### src/rtl/ahb_pkg.sv
// rtl/ahb_pkg.sv - shared AHB-Lite transfer constants and arbiter state type
// Contents: HTRANS_* encodings, arb_state_e, is_request() helper.
package ahb_pkg;

    localparam logic [1:0] HTRANS_IDLE   = 2'b00;
    localparam logic [1:0] HTRANS_BUSY   = 2'b01;
    localparam logic [1:0] HTRANS_NONSEQ = 2'b10;
    localparam logic [1:0] HTRANS_SEQ    = 2'b11;

    typedef enum logic [1:0] {
        ST_IDLE = 2'd0,
        ST_ADDR = 2'd1,
        ST_DATA = 2'd2
    } arb_state_e;

    // BUSY keeps a burst alive but is not a request for the bus.
    function automatic logic is_request(input logic [1:0] htrans);
        return (htrans == HTRANS_NONSEQ) || (htrans == HTRANS_SEQ);
    endfunction

endpackage

### src/rtl/ahb_rr_arb.sv
// rtl/ahb_rr_arb.sv - request vector to one-hot grant
// Build option: AHB_ARB_RR_EN selects round-robin (pointer = last granted index);
//               otherwise fixed priority with master 0 highest and no state.
// Ports: clk/rst clock and async active-high reset; req request vector;
//        advance grant is being taken this cycle; grant one-hot winner.
module ahb_rr_arb #(
    parameter int N_MASTERS = 2,
    parameter int IDX_WIDTH = 3
) (
    input  logic                 clk,
    input  logic                 rst,
    input  logic [N_MASTERS-1:0] req,
    input  logic                 advance,
    output logic [N_MASTERS-1:0] grant
);

`ifdef AHB_ARB_RR_EN
    logic [IDX_WIDTH-1:0] ptr;
    logic [IDX_WIDTH-1:0] grant_idx;

    // Search starts one past the last owner and wraps; first requester wins.
    always_comb begin
        int   start;
        logic found;
        grant = '0;
        found = 1'b0;
        start = 0;
        for (int off = 1; off <= N_MASTERS; off++) begin
            start = int'(ptr) + off;
            if (start >= N_MASTERS) begin
                start = start - N_MASTERS;
            end
            for (int i = 0; i < N_MASTERS; i++) begin
                if (!found && req[i] && (start == i)) begin
                    grant[i] = 1'b1;
                    found    = 1'b1;
                end
            end
        end
    end

    always_comb begin
        grant_idx = '0;
        for (int i = 0; i < N_MASTERS; i++) begin
            if (grant[i]) begin
                grant_idx = IDX_WIDTH'(i);
            end
        end
    end

    always_ff @(posedge clk or posedge rst) begin
        if (rst) begin
            ptr <= '0;
        end else if (advance) begin
            ptr <= grant_idx;
        end
    end
`else
    // Scan from the top so the lowest requesting index overwrites last.
    always_comb begin
        grant = '0;
        for (int i = N_MASTERS - 1; i >= 0; i--) begin
            if (req[i]) begin
                grant    = '0;
                grant[i] = 1'b1;
            end
        end
    end

    logic unused_ok;
    assign unused_ok = ^{clk, rst, advance};
`endif

endmodule

### src/rtl/ahb_arb.sv
// rtl/ahb_arb.sv - AHB-Lite N-master to single-slave arbiter
// Build option: AHB_ARB_RR_EN enables round-robin arbitration in ahb_rr_arb.
// Ports: hclk_i/hrst_i clock and async active-high reset;
//        m_* per-master address/data phase inputs, m_hready_o, broadcast m_hrdata_o/m_hresp_o;
//        haddr_o..hwstrb_o, hsel_o, hmaster_o slave request; hrdata_i/hreadyout_i/hresp_i slave reply.
module ahb_arb #(
    parameter int N_MASTERS     = 2,
    parameter int ADDR_WIDTH    = 32,
    parameter int DATA_WIDTH    = 32,
    parameter int HMASTER_WIDTH = 3,
    localparam int STRB_WIDTH   = DATA_WIDTH / 8
) (
    input  logic                            hclk_i,
    input  logic                            hrst_i,
    input  logic [N_MASTERS*ADDR_WIDTH-1:0] m_haddr_i,
    input  logic [N_MASTERS*2-1:0]          m_htrans_i,
    input  logic [N_MASTERS-1:0]            m_hwrite_i,
    input  logic [N_MASTERS*3-1:0]          m_hsize_i,
    input  logic [N_MASTERS*4-1:0]          m_hprot_i,
    input  logic [N_MASTERS-1:0]            m_hmastlock_i,
    input  logic [N_MASTERS*DATA_WIDTH-1:0] m_hwdata_i,
    input  logic [N_MASTERS*STRB_WIDTH-1:0] m_hwstrb_i,
    output logic [N_MASTERS-1:0]            m_hready_o,
    output logic [DATA_WIDTH-1:0]           m_hrdata_o,
    output logic                            m_hresp_o,
    output logic [ADDR_WIDTH-1:0]           haddr_o,
    output logic [1:0]                      htrans_o,
    output logic                            hwrite_o,
    output logic [2:0]                      hsize_o,
    output logic [3:0]                      hprot_o,
    output logic                            hmastlock_o,
    output logic [DATA_WIDTH-1:0]           hwdata_o,
    output logic [STRB_WIDTH-1:0]           hwstrb_o,
    output logic                            hsel_o,
    output logic [HMASTER_WIDTH-1:0]        hmaster_o,
    input  logic [DATA_WIDTH-1:0]           hrdata_i,
    input  logic                            hreadyout_i,
    input  logic                            hresp_i
);
    import ahb_pkg::*;

    arb_state_e               state, state_next;
    logic [HMASTER_WIDTH-1:0] owner;
    logic [HMASTER_WIDTH-1:0] win_idx;
    logic [N_MASTERS-1:0]     req;
    logic [N_MASTERS-1:0]     grant;
    logic                     advance;

    logic [ADDR_WIDTH-1:0]    sel_haddr;
    logic [1:0]               sel_htrans;
    logic                     sel_hwrite;
    logic [2:0]               sel_hsize;
    logic [3:0]               sel_hprot;
    logic                     sel_lock;
    logic [DATA_WIDTH-1:0]    sel_hwdata;
    logic [STRB_WIDTH-1:0]    sel_hwstrb;

    always_comb begin
        req = '0;
        for (int i = 0; i < N_MASTERS; i++) begin
            req[i] = is_request(m_htrans_i[2*i +: 2]);
        end
    end

    assign advance = (state == ST_IDLE) && (|req);

    ahb_rr_arb #(
        .N_MASTERS (N_MASTERS),
        .IDX_WIDTH (HMASTER_WIDTH)
    ) u_rr_arb (
        .clk     (hclk_i),
        .rst     (hrst_i),
        .req     (req),
        .advance (advance),
        .grant   (grant)
    );

    always_comb begin
        win_idx = '0;
        for (int i = 0; i < N_MASTERS; i++) begin
            if (grant[i]) begin
                win_idx = HMASTER_WIDTH'(i);
            end
        end
    end

    always_ff @(posedge hclk_i or posedge hrst_i) begin
        if (hrst_i) begin
            state <= ST_IDLE;
            owner <= '0;
        end else begin
            state <= state_next;
            if (advance) begin
                owner <= win_idx;
            end
        end
    end

    // Owner is fixed outside IDLE, so the data-phase owner equals the
    // address-phase owner and one mux serves both phases.
    always_comb begin
        sel_haddr  = '0;
        sel_htrans = HTRANS_IDLE;
        sel_hwrite = 1'b0;
        sel_hsize  = '0;
        sel_hprot  = '0;
        sel_lock   = 1'b0;
        sel_hwdata = '0;
        sel_hwstrb = '0;
        for (int i = 0; i < N_MASTERS; i++) begin
            if (owner == HMASTER_WIDTH'(i)) begin
                sel_haddr  = m_haddr_i[i*ADDR_WIDTH +: ADDR_WIDTH];
                sel_htrans = m_htrans_i[2*i +: 2];
                sel_hwrite = m_hwrite_i[i];
                sel_hsize  = m_hsize_i[3*i +: 3];
                sel_hprot  = m_hprot_i[4*i +: 4];
                sel_lock   = m_hmastlock_i[i];
                sel_hwdata = m_hwdata_i[i*DATA_WIDTH +: DATA_WIDTH];
                sel_hwstrb = m_hwstrb_i[i*STRB_WIDTH +: STRB_WIDTH];
            end
        end
    end

    always_comb begin
        state_next = state;
        case (state)
            ST_IDLE: if (|req) state_next = ST_ADDR;
            ST_ADDR: if (hreadyout_i) state_next = ST_DATA;
            ST_DATA: begin
                // Any live transfer (incl. BUSY) or a held lock keeps the bus.
                if (hreadyout_i && (sel_htrans == HTRANS_IDLE) && !sel_lock) begin
                    state_next = ST_IDLE;
                end
            end
            default: state_next = ST_IDLE;
        endcase
    end

    always_comb begin
        haddr_o     = sel_haddr;
        hwrite_o    = sel_hwrite;
        hsize_o     = sel_hsize;
        hprot_o     = sel_hprot;
        hmastlock_o = sel_lock;
        hwdata_o    = sel_hwdata;
        hwstrb_o    = sel_hwstrb;
        htrans_o    = HTRANS_IDLE;
        hsel_o      = 1'b0;
        if (state != ST_IDLE) begin
            hsel_o   = 1'b1;
            htrans_o = sel_htrans;
        end
        // First ERROR cycle: cancel whatever the owner pipelined behind it.
        if (hresp_i && !hreadyout_i) begin
            htrans_o = HTRANS_IDLE;
        end
    end

    always_comb begin
        m_hready_o = '1;
        for (int i = 0; i < N_MASTERS; i++) begin
            if ((state != ST_IDLE) && (owner == HMASTER_WIDTH'(i))) begin
                m_hready_o[i] = hreadyout_i;
            end else begin
                m_hready_o[i] = ~req[i];
            end
        end
        if (hrst_i) begin
            m_hready_o = '1;
        end
    end

    assign m_hrdata_o = hrdata_i;
    assign m_hresp_o  = hresp_i;
    assign hmaster_o  = owner;

endmodule
### config.mk
export PLATFORM = sky130hd
export DESIGN_NAME = ahb_arb
export DESIGN_NICKNAME = d
export VERILOG_FILES = /design/src/rtl/ahb_pkg.sv /design/src/rtl/ahb_rr_arb.sv /design/src/rtl/ahb_arb.sv
export SDC_FILE = /design/constraint.sdc
export NUM_CORES = 1
export LEC_CHECK = 0
export ABC_AREA = 1
export BUFFER_PORTS_ARGS = -buffer_cell sky130_fd_sc_hd__buf_4
export CAP_MARGIN = 10
export CORE_AREA = 2 2 121 123
export CTS_BUF_LIST = sky130_fd_sc_hd__clkbuf_8
export DETAILED_ROUTE_END_ITERATION = 8
export DIE_AREA = 0 0 123 125
export PLACE_DENSITY = 0.51
export SLEW_MARGIN = 20
export SYNTH_ARGS = -nofsm -noshare
export SYNTH_HDL_FRONTEND = slang
export SYNTH_SLANG_ARGS = --single-unit
### constraint.sdc
create_clock -name hclk_i -period 1.09 [get_ports hclk_i]
set_clock_uncertainty 0.1 [all_clocks]
set_input_delay 0 -clock hclk_i [delete_from_list [all_inputs] [get_ports hclk_i]]
set_output_delay 0 -clock hclk_i [all_outputs]
set_load 0.005 [all_outputs]
==> reports/metrics.cfg, run 1 <==
[drt]
wl_um = 9890
postRouteAntennaNets = 0
drtIter0Drc = 106
drt_first_pass_iters = 4
avgViaCountPerCell = 3.69
detail_route.wl_per_cell_um = 13.0
drc = 0
via_count = 2801

[floorplan]
ios = 312
core-area_um2 = 14200
die_h_um = 125
fp.dieW_um = 123
start_util_pct = 10.4
rows = 44
dieArea_um2 = 15400

[setup_path]
slowest_delay_ps = 450
worstPathRequired_ps = 990
worst-endpoint-arrival_ps = 1290
critPathMaxFanout = 10
endpoint = haddr_o[26]
r2r-start = hmaster_o[0]
path_depth = 5
crit_chain = buf_6 -> clkbuf_16 -> nand2_1 -> nand2_1 -> buf_4
r2r_cells = 7
worstReg2RegEnd = state[1]
critPathMostFrequentCell = nand2_1
critPathLaunchType = flip-flop
cp_top_family = buffers and inverters
cp.buffers_inverters = 3
r2r_setup_slack_ps = -130
critPathSlowestCell = dfrtp_2
path_class = flip-flop to output pin
cp-startpoint = hmaster_o[0]
crit_path_end_kind = output pin

[synthesis]
synth_compound_area_share_pct = 2.37
ys_seq_area_share_pct = 5.08
synthFlopType = dfrtp_1
synth.most_common_cell = nand2_1
syn-mean-instance-area_um2 = 4.57
syn_area_um2 = 1480
synth_mux_area_share_pct = 0
synth_warnings = 0
synth_cell_types = 14
yosys.area.top_type = nand2_1
yosys-top-cells-count = nand2_1, buf_4, buf_2
synth_top_area_share_pct = 62.5
async_flop_share_pct = 100
synth_edf_count = 0
postSynthCellCount = 323
synth_area_leaders = nand2_1, buf_4, dfrtp_1
synthAdderAreaFrac_pct = 0
synth_top_family_by_area = simple AND/OR/NAND/NOR gates
synth_seq_cells = 3
synth_xor_xnor_area_share_pct = 0
synthSimpleGateAreaFrac_pct = 64.9

[pwr]
power.switching_w = 0.00264
combPwrFrac_pct = 90.6
p_per_area_nw_per_um2 = 1530
cellLeakagePower_nw = 2.33
seqPwrFrac_pct = 3.9
pwr-share-clk_pct = 5.5
switching_share_pct = 43.8
ir_drop_uv = 816
internal_power_w = 0.00339

[clocking]
clk_path_buf_depth = 2
clk_pin_slew_ps = 40
cts_tree = done
cts_root_buffer = clkbuf_8
cts_buffers = 3
cts_sinks = 3
cts_max_level = 1
worstSkewPairLatency_ps = 230

[placement]
pre_cts_slack_ps = -67.5
dp_cells = 712
gp_congestion = 0.754
numPortBuffers = 245
dp_hpwl_um = 6650
placed_area_um2 = 3310

[cells_and_area]
diodes = 0
syn2layout_area_growth_pct = 167
post_route_cells_drive_above_1_share_pct = 49.1
final_core_util_pct = 27.8
fin_cells = 760
fin_nets = 771
final_cell_area_um2 = 3950

[timing]
rsz0062_at_grt = yes
setup_viol = 85
period_minus_slack_ps = 1390
drv_slew = 0
setup_ws_ps = -297
finalCritPeriodShare_pct = 127
finalHoldViolations = 0
max_freq_mhz = 721

[global_routing]
first_global_vias = 2496
antenna_found_initial = 0
grt_pass1_wl_um = 12600
grt_max_degree = 40
grt-ovfl-total = 0
gr-usage-all-layers_pct = 10.2

[status]
status = complete, but fails checks
violations = negative setup slack

[worst_hold_path]
min-delay-start = m_htrans_i[3]
hold_path_class = input pin to flip-flop
holdPathStages = 3

[run]
max_cap_viol_count = 0

## power by group through the flow
| stage | logic, W | clock network (W) | registers [W] |
|---|---|---|---|
| 2_1_floorplan | 0.00206 | 0 | 0.000194 |
| 3_3_place_gp | 0.00454 | 0 | 0.000198 |
| 3_5_place_dp | 0.00452 | 0 | 0.000201 |
| 4_1_cts | 0.00489 | 0.000340 | 0.000211 |
| 5_1_grt | 0.00600 | 0.000349 | 0.000244 |
| 6_report | 0.00546 | 0.000331 | 0.000235 |
## layout by cell type, fill, tap and decap left out, types with 2 or more instances in the layout
| master | netlist | routed |
|---|---|---|
| a21oi_2 | 0 | 2 |
| buf_12 | 0 | 4 |
| buf_4 | 39 | 249 |
| buf_6 | 3 | 5 |
| clkbuf_16 | 0 | 5 |
| clkbuf_8 | 0 | 3 |
| conb_1 | 1 | 2 |
| dfrtp_1 | 3 | 2 |
| dlygate4sd3_1 | 0 | 36 |
| inv_1 | 6 | 6 |
| nand2_1 | 246 | 237 |
| nand2_2 | 0 | 9 |
| nand3_1 | 4 | 3 |
| nor2_1 | 4 | 3 |
| o21ai_0 | 2 | 2 |
## routing by layer
| layer | wire (um) | track usage (%) |
|---|---|---|
| met1 | 3920 | 12.2 |
| met5 | 0 | 0 |
| met4 | 68 | 2.01 |
| met3 | 707 | 0.912 |
| met2 | 5190 | 19.6 |
## worst register-to-register path: cells and delay by family (launching register included)
family                 cells  cell delay [ps]
and+or+nand+nor            6              380
buffers and inverters      1              160
DFF                        1              450
## cell families after synthesis
family | Yosys count
flip-flops | 3
buffers and inverters | 59
AND/OR/NAND/NOR | 254
other | 1
AO/OA/AOI/OAI | 6
## final cells by class
| class | count | area (um2) |
|---|---|---|
| Sequential cell | 3 | 76.3 |
| Fill cell | 1567 | 10300 |
| Timing Repair Buffer | 300 | 2520 |
| Tap cell | 184 | 230 |
| Inverter | 7 | 33.8 |
| Multi-Input combinational cell | 262 | 1040 |
| Clock inverter | 1 | 3.75 |
| Clock buffer | 3 | 41.3 |
## state kept, by name (all words and copies together), names as in the netlist
| register | flops |
|---|---|
| hmaster_o | 1 |
| state | 2 |
## per-stage QoR
step	power, W	hold slack (ps)	TNS (ps)
floorplan	0.00226	-330	0
global placement	0.00474	-178	-546
detailed placement	0.00472	-174	-522
CTS	0.00544	1.46	-21160
global route	0.00659	39.1	-25840
finish	0.00603	1.66	-21290
## how the worst min path moves through the flow
stage	to	slack [ps]
after global routing	hmaster_o[0]	40
after detailed placement	state[0]	-170
after floorplan	hmaster_o[0]	-330
after CTS	hmaster_o[0]	1
after global placement	state[0]	-180
final	hmaster_o[0]	2
## repair_timing
action | CTS | global route
setup endpoints to repair | 85 | 85
setup buffers | 0 | 2
cloned | 1 | 6
endpoints found under the hold margin | 37 | 0
hold buffers | 36 | 0
gates resized for setup | 14 | 9
pin swaps | 3 | 0
(Power assumes the default switching activity.)
==> run 2: changes to the inputs <==
Settings changed: CORE_AREA 2 2 121 123 to 2 2 122 124, DIE_AREA 0 0 123 125 to 0 0 124 126, SYNTH_HIERARCHICAL set to 1.
==> run 2 against run 1 <==
  * The flow still finishes with violations (negative setup slack)
  * Clock-buffer cell count unchanged
  * Design area decreased by 0.70%
  * Register-to-register slack improved by 20 ps
  * Fmax increased by 2.0%
  * Via count decreased by 1.9%
  * Cell count increased by 0.53%
  * Wire length decreased by 12%
  * Flip-flop and latch count unchanged
  * Sequential share of layout area about the same
  * Clock power decreased by 4%
  * Critical endpoint is now haddr_o[17]
  * Largest cell class unchanged
  * Largest power group unchanged
==> reports/metrics.cfg, run 2 <==
[drt]
met1_length_um = 3320
postRouteAntennaNets = 0
wl_um = 8690
via_count = 2748
avgViaCountPerCell = 3.60
detail_route.wl_per_cell_um = 11.4
drt_first_pass_iters = 4
top_layer_used = met4
wl_met2_um = 4620
drtIter0Drc = 57
wl_met3_um = 680
drc = 0

[floorplan]
fp.dieW_um = 124
core-area_um2 = 14300
die_h_um = 126
dieArea_um2 = 15600
start_util_pct = 10.5
rows = 44
ios = 312

[setup_path]
cp-startpoint = hmaster_o[0]
critPathLaunchType = flip-flop
r2r-start = hmaster_o[0]
path_class = flip-flop to output pin
critPathMaxFanout = 16
worst-endpoint-arrival_ps = 1260
crit_path_end_kind = output pin
worstPathRequired_ps = 990

[global_routing]
gr-usage-all-layers_pct = 9.27
antenna_found_initial = 0
first_global_vias = 2573
grt-ovfl-total = 0
grt_max_degree = 38
grt_pass1_wl_um = 11900

[synthesis]
syn-mean-instance-area_um2 = 4.60
syn_area_um2 = 1500
synth_warnings = 6
postSynthCellCount = 326

[timing]
setup_ws_ps = -270
setup_viol = 85
rsz0062_at_grt = yes
period_minus_slack_ps = 1360
fin_hold_ws_ps = 1.63
finalHoldViolations = 0
drv_slew = 0
max_freq_mhz = 735
finalCritPeriodShare_pct = 125
setup-tns-final_ps = -19170

[placement]
pre_cts_slack_ps = -101
numPortBuffers = 245
dp_cells = 723
gp_congestion = 0.720
dp_hpwl_um = 6570

[cells_and_area]
fin_nets = 775
post_route_cells_drive_above_1_share_pct = 49.8
fillCellCount = 1600
fin_cells = 764
syn2layout_area_growth_pct = 162
final_common_cell = buf_4
mostFrequentLayoutCells = buf_4, nand2_1, dlygate4sd3_1
regMostFlops = state
largest_register_ffs = 2
diodes = 0
final_core_util_pct = 27.4

[status]
status = complete, but fails checks
violations = negative setup slack

[worst_hold_path]
min-delay-start = m_htrans_i[1]
hold_path_class = input pin to flip-flop

[clocking]
cts_root_buffer = clkbuf_8
clk_path_buf_depth = 2
cts_buffers = 3
worstSkewPairLatency_ps = 220
cts_tree = done
cts_max_level = 1
clk_pin_slew_ps = 30
cts_sinks = 3

[pwr]
p_per_area_nw_per_um2 = 1740
cellLeakagePower_nw = 2.33
ir_drop_uv = 788

[run]
max_cap_viol_count = 0

run 2: area by class of cell:
type	instances	area, um2	area share, %
Clock buffer	3	41.3	1.05
Timing Repair Buffer	303	2480	63.2
Inverter	7	33.8	0.862
Clock inverter	1	3.75	0.0958
Tap cell	184	230	5.87
Sequential cell	3	76.3	1.95
Multi-Input combinational cell	263	1060	27.0
run 2: path summary, 6_finish.rpt:
path                            slack, ps  cells past startpoint      endpoint
worst max-delay path                 -270                      5   haddr_o[17]
worst min-delay path                    2                      4  hmaster_o[0]
worst max register to register       -110                      7      state[1]
worst min register to register        530                      3      state[1]
max in group asynchronous             570                      3  hmaster_o[0]
min in group asynchronous             150                      3      state[1]
run 2: what timing repair did:
action	in CTS	in global routing
pin swaps	1	0
setup buffers	0	1
gates cloned	0	2
hold buffers	34	0
resized for setup	14	17
endpoints found under the hold margin	36	0
setup endpoints to repair	85	85
run 2: report_power, final:
part | leakage [nW] | internal, W | switching [W]
Clock | 0.0269 | 0.000240 | 0.0000774
Combinational | 2.26 | 0.00345 | 0.00281
Sequential | 0.0365 | 0.000169 | 0.0000836
run 2: critical path, cell delays in order, from the launching register on:
cell	delay, ps
dfrtp_2	460
buf_6	170
buf_12	150
nand2_1	70
nand2_1	70
buf_4	130
run 2: metrics by stage:
stage | cell area (um2) | power (W)
final | 3920 | 0.00682
after global routing | 3920 | 0.00755
after CTS | 3820 | 0.00651
after detailed placement | 3390 | 0.00588
after global placement | 3390 | 0.00592
after floorplan | 1500 | 0.00271
run 2: metal layers:
metal,vias to the layer above,GRT usage (%)
li1,1435,-
met1,1162,10.8
met2,143,17.9
met3,8,1.04
met4,0,1.72
met5,-,0
